**src/rtl/multu_hilo_unit.sv**
```systemverilog
// Sequential unsigned shift-add multiplier with HI/LO result registers.
// It runs MULTU over WIDTH cycles and reads HI or LO back onto the datapath.
module multu_hilo_unit #(
  parameter int          WIDTH       = 32,
  parameter logic [5:0]  FUNCT_MULTU = 6'b011001
) (
  input  logic             clk,
  input  logic             rst,
  input  logic [5:0]       SignaltoMULTU,
  input  logic [1:0]       SelHilo,
  input  logic [WIDTH-1:0] dataA,
  input  logic [WIDTH-1:0] dataB,
  output logic [WIDTH-1:0] dataOut,
  output logic             busy,
  output logic             done
);

  localparam int CW = (WIDTH > 1) ? $clog2(WIDTH) : 1;
  localparam logic [0:0] IDLE = 1'b0;
  localparam logic [0:0] MUL  = 1'b1;
  localparam logic [CW-1:0] LAST = CW'(WIDTH - 1);

  logic [0:0]         state;
  logic [WIDTH-1:0]   hi, lo;
  logic [2*WIDTH-1:0] mcand, prod, prod_nxt;
  logic [WIDTH-1:0]   mplier;
  logic [CW-1:0]      cnt;

  // Adding the current iteration here lets the completion edge capture the full product.
  assign prod_nxt = mplier[0] ? (prod + mcand) : prod;

  always_ff @(posedge clk or posedge rst) begin
    if (rst) begin
      state  <= IDLE;
      hi     <= '0;
      lo     <= '0;
      mcand  <= '0;
      mplier <= '0;
      prod   <= '0;
      cnt    <= '0;
      busy   <= 1'b0;
      done   <= 1'b0;
    end else begin
      done <= 1'b0;
      case (state)
        IDLE: begin
          if (SignaltoMULTU == FUNCT_MULTU) begin
            mcand  <= {{WIDTH{1'b0}}, dataA};
            mplier <= dataB;
            prod   <= '0;
            cnt    <= '0;
            busy   <= 1'b1;
            state  <= MUL;
          end
        end
        default: begin
          prod   <= prod_nxt;
          mcand  <= mcand << 1;
          mplier <= mplier >> 1;
          cnt    <= cnt + 1'b1;
          if (cnt == LAST) begin
            hi    <= prod_nxt[2*WIDTH-1:WIDTH];
            lo    <= prod_nxt[WIDTH-1:0];
            done  <= 1'b1;
            busy  <= 1'b0;
            state <= IDLE;
          end
        end
      endcase
    end
  end

  always_comb begin
    dataOut = '0;
    case (SelHilo)
      2'b01:   dataOut = hi;
      2'b10:   dataOut = lo;
      default: dataOut = '0;
    endcase
  end

endmodule

```
**config.mk**
```make
export PLATFORM = sky130hd
export DESIGN_NAME = multu_hilo_unit
export DESIGN_NICKNAME = d
export VERILOG_FILES = /design/src/rtl/multu_hilo_unit.sv
export SDC_FILE = /design/constraint.sdc
export NUM_CORES = 1
export LEC_CHECK = 0
export BUFFER_PORTS_ARGS = -buffer_cell sky130_fd_sc_hd__buf_2
export CORE_ASPECT_RATIO = 1.5
export CORE_UTILIZATION = 39
export DETAILED_ROUTE_END_ITERATION = 8
export PLACE_DENSITY_LB_ADDON = 0.05
export SETUP_SLACK_MARGIN = 0.1
export SLEW_MARGIN = 25
export SYNTH_ARGS = -nofsm -noshare
export SYNTH_HDL_FRONTEND = slang
export SYNTH_SLANG_ARGS = --single-unit
export TNS_END_PERCENT = 5
```
**constraint.sdc**
```tcl
create_clock -name clk -period 11.85 [get_ports clk]
set_clock_uncertainty 0.15 [all_clocks]
set_input_delay 0.5925 -clock clk [delete_from_list [all_inputs] [get_ports clk]]
set_output_delay 0.5925 -clock clk [all_outputs]
set_load 0.03 [all_outputs]
```
**Word level (Yosys, flattened, before mapping)**

Cells that the tools add are included.

- Input bits: 74
- Output and inout port bits: 34
- Bits in registers: 232

- Eq/ne operators: 5
- Reductions and logical operators: 3
- Add/sub/neg operators: 2
- Multiplexer cells: 18

Operators with widths:

| operator | count |
|---|---|
| 64-bit two-way mux | 5 |
| 64-bit adder | 1 |
| 32-bit two-way mux | 2 |
| 32-bit one-hot mux with 2 select lines | 1 |
| 5-bit two-way mux | 2 |
| 1-bit two-way mux | 8 |
| 6-bit by 5-bit equality test with 1-bit output, second input constant | 1 |
| 5-bit by 1-bit adder with 5-bit output, second input constant | 1 |
| 5-bit equality test, second input constant | 1 |
| 2-bit AND reduction | 2 |
| 2-bit by 1-bit equality test with 1-bit output, second input constant | 1 |
| 2-bit equality test, second input constant | 1 |
| 2-bit by 1-bit != test with 1-bit output, second input constant | 1 |
| 2-bit nonzero test | 1 |

**Depth between registers and ports, before layout**

- Word-level depth: 3
- Mapped depth: 15
- Gate-level depth less buffers: 15

**Least setup slack after synthesis**

No wires, ideal clock.

- Kind: register -> register
- From: register mcand[22]
- To: register hi[29]
- Cell stages (with the launch flop): 15
- Period minus slack after synthesis: 3.355 ns
- Path buffers: 1
- Data arrival time: 3.079 ns
- Library setup time: 0.125 ns
- Setup slack: 8.495 ns
- Cells stage by stage: dfrtp_1 > ha_1 > buf_4 > nand2_1 > or4_4 > a2bb2oi_1 > o21ai_2 > a31oi_2 > o41ai_4 > a41oi_4 > o31ai_4 > nand3_2 > o21ai_2 > xnor2_1 > o21ai_1

- Cells in the longest elaborated chain, start to end: 2

RTL lines:

| item | line | source |
|---|---|---|
| start, declared | 25 | `logic [2*WIDTH-1:0] mcand, prod, prod_nxt;` |
| start signal, assigned | 48 | `mcand <= {{WIDTH{1'b0}}, dataA};` |
| start signal, assigned | 58 | `mcand <= mcand << 1;` |
| 64-bit adder | 30 | `assign prod_nxt = mplier[0] ? (prod + mcand) : prod;` |
| 64-bit two-way mux | 30 |  |
| end signal, assigned | 62 | `hi <= prod_nxt[2*WIDTH-1:WIDTH];` |
| end, declared | 24 | `logic [WIDTH-1:0] hi, lo;` |

Every way passes these cells.
A chain may end at the register's enable or synchronous reset.

**Worst setup path in the final report**

- From: register mcand[14]
- To: register hi[31]

Same word-level chain as after synthesis.

==> results.yml <==
status:
  status: "finished, final reports clean"
layout:
  synthToLayoutAreaGrowth_pct: 12.2
  diodes: 0
  fin_util_pct: 44.5
  nNetsFinal: 1756
  drive_gt1_share_pct: 11.9
floorplanning:
  die_area_um2: 36400
  die_h_um: 233
  coreArea_um2: 35000
  die_w_um: 156
  num_rows: 84
  start_util_pct: 39.7
  ios: 108
critical_path:
  required_ns: 12.17
  crit_start: "mcand[14]"
  r2r-end: "hi[31]"
  critPathMostFrequentCell: "nand2_1"
  arrival_ns: 4.69
  path_buf_inv: 0
  critical_path.max_stage_delay_ns: 0.81
  critPathCapture: "hi[31]"
  end_kind: "flop"
  r2r_start: "mcand[14]"
  cpMaxStageDelayCell: "a211oi_1"
  cp_max_fo: 8
  regToRegSetupSlack_ns: 7.48
  path_depth: 13
  r2r_cells: 13
  path_class: "reg -> reg"
  start_kind: "flop"
  critical-path-top-delay-family: "compound AO/OA/AOI/OAI gates"
  path_cells: "ha_1 > a21oi_1 > o21a_1 > nand2_1 > a221o_1 > a211oi_1 > o211ai_1 > nand3_1 > nand2_1 > o221ai_1 > xor2_1 > or3_1 > a31oi_1"
route:
  drc_errors: 0
  ant_nets: 0
  drt_iter0_markers: 638
  viasPerCell: 5.48
  dr.pass1.iters: 5
  dr_total_vias: 11500
  drt-wirelength-per-cell_um: 19.8
  wirelength_mm: 41.8
placement:
  numPortBuffers: 107
  dp_hpwl_mm: 29.7
  place.gp.congestion: 0.945
clock_tree:
  clk_path_buf_depth: 3
  cts_tree: "done"
  cts_sinks: 232
  ctsResizeCount: 0
  cts.reportedPaths.clkPinSlew_ns: 0.06
  cts_buffers: 27
  worstSkewPairLatency_ns: 0.57
  cts_hold_buffers: 0
  htree_num_levels: 1
  cts_setup_buffers: 0
  clockRootBuffer: "clkbuf_16"
synth:
  yosysSeqAreaShare_pct: 41.8
  syn_area_um2: 13900
  ys_async_sr_fraction_pct: 100
  synthTopCellsByArea: "dfrtp_1, o21ai_0, mux2i_1"
  ys_warn_count: 0
  ys_ff_latch: 232
  synth.net_count: 1711
  yosys.area.top_type: "dfrtp_1"
  syn_inst: 1569
  yosys.area.top_type_share_pct: 41.8
  syn_area_per_cell_um2: 8.84
  synth-edff-count: 0
  synth.distinct_cells: 70
  synth_commonest_cells: "nand2_1, o21ai_0, dfrtp_1"
  dominantRegCellSynth: "dfrtp_1"
  yosysMostFrequentCell: "nand2_1"
global_routing:
  grt_pass1_vias: 11700
  grt_max_degree: 125
  busiest_layer: "met2"
  grt_use_total_pct: 23.7
  globalRouteMet1Util_pct: 27.6
  antenna_found_initial: 1
  grt_use_met2_pct: 43.9
  grt-ovfl-total: 0
  grt_util_met3_pct: 2.25
  grt_pass1_wl_mm: 66.4
timing:
  fmax_mhz: 229
  fin_crit_sh_pct: 36.9
  tightest_slew_ns: 0.974
  final-hold-violation-count: 0
  maxSlewViolCount: 0
  slew_headroom_pct: 34.7
  min_period_ns: 4.37
  setup_violations: 0
  final.setup.tns_ns: 0
  rsz0062_at_grt: "false"
pwr:
  switchingPower_w: 0.00143
  clkPwrFrac_pct: 26.0
  ir_drop_mv: 0.120
  p_seq_share_pct: 34.8
  internal_power_w: 0.00206
  leakage_nw: 7.24
  p_sw_share_pct: 41.0
  power_per_cell_area_nw_per_um2: 224
  power_frac_comb_pct: 39.2
hold_path:
  hold_path.class: "in -> async"
job:
  cap_violations: 0
## cell usage in the layout, fill, tap and decap left out, types with 5 or more instances in the layout
cell / synthesis / final
clkinv_2: 0 / 6
inv_1: 24 / 22
dfrtp_1: 232 / 230
a31oi_1: 9 / 9
clkbuf_16: 0 / 27
buf_4: 7 / 16
xnor2_1: 41 / 41
clkbuf_1: 76 / 5
mux2i_1: 102 / 102
nor2b_1: 5 / 5
nand2_1: 271 / 270
buf_2: 0 / 107
o21ai_0: 234 / 234
nand3_1: 43 / 43
nor3_1: 11 / 11
a22o_1: 18 / 18
and3_1: 9 / 9
a22oi_1: 32 / 32
a21oi_1: 110 / 110
xor2_1: 22 / 22
o21a_1: 5 / 5
bufinv_16: 0 / 5
nor2_1: 87 / 87
ha_1: 67 / 66
o21bai_1: 17 / 17
a21o_1: 34 / 34
nand4_1: 19 / 19
## worst min path at each step
stage | from | cells past startpoint | slack (ns) | endpoint
2_1_floorplan | lo[0] | 2 | 0.30 | lo[0]
3_3_place_gp | lo[2] | 2 | 0.32 | lo[2]
3_5_place_dp | mplier[17] | 2 | 0.32 | mplier[16]
4_1_cts | rst | 2 | 0.1 | mplier[21]
5_1_grt | dataB[31] | 3 | 0.12 | mplier[31]
6_report | rst | 2 | 0.06 | mplier[21]
## flip-flops by register name, summed over array words and instances, names as in the netlist
| name | cells |
|---|---|
| cnt | 5 |
| prod | 64 |
| mcand | 64 |
| busy | 1 |
| state | 1 |
| mplier | 32 |
| lo | 32 |
| done | 1 |
| hi | 32 |
## cells by family after synthesis
family	after synthesis	share of synthesized area [%]
flip-flops	232	41.8
buffers and inverters	133	4.52
adder cells (fa/ha/maj)	68	6.19
AND/OR/NAND/NOR	474	14.8
AO/OA/AOI/OAI	497	21.4
XOR/XNOR	63	3.98
multiplexers	102	7.36
## cell type report
type / instances / area (um^2)
Clock buffer: 35 / 736
Clock inverter: 15 / 216
Fill cell: 3510 / 19400
Inverter: 26 / 105
Multi-Input combinational cell: 1204 / 7460
Sequential cell: 232 / 5810
Tap cell: 473 / 592
Timing Repair Buffer: 123 / 656
## routing by layer
metal / up-vias / routed length, um
met5: - / 0
met4: 0 / 1710
met3: 79 / 1330
met2: 212 / 22000
met1: 5605 / 16800
li1: 5651 / -
## power groups by stage
stage	clock (W)	combinational (W)	sequential, W
4_1_cts	0.000936	0.00138	0.00122
6_report	0.000909	0.00137	0.00121
3_3_place_gp	0	0.00137	0.00122
3_5_place_dp	0	0.00137	0.00123
5_1_grt	0.000961	0.00153	0.00125
2_1_floorplan	0	0.00111	0.00113
## through the flow
step | cell area, um^2 | hold slack (ns) | worst slack (ns) | cells | power [W]
after floorplan | 13900 | 0.300 | 4.75 | 1569 | 0.00224
after global routing | 15600 | 0.116 | 7.25 | 2108 | 0.00374
final | 15600 | 0.0639 | 7.48 | 2108 | 0.00349
after global placement | 14600 | 0.315 | 7.69 | 2058 | 0.00259
after detailed placement | 14600 | 0.318 | 7.64 | 2058 | 0.00260
after CTS | 15600 | 0.0957 | 7.60 | 2108 | 0.00353
No activity file was read; power rests on OpenSTA's default activity.
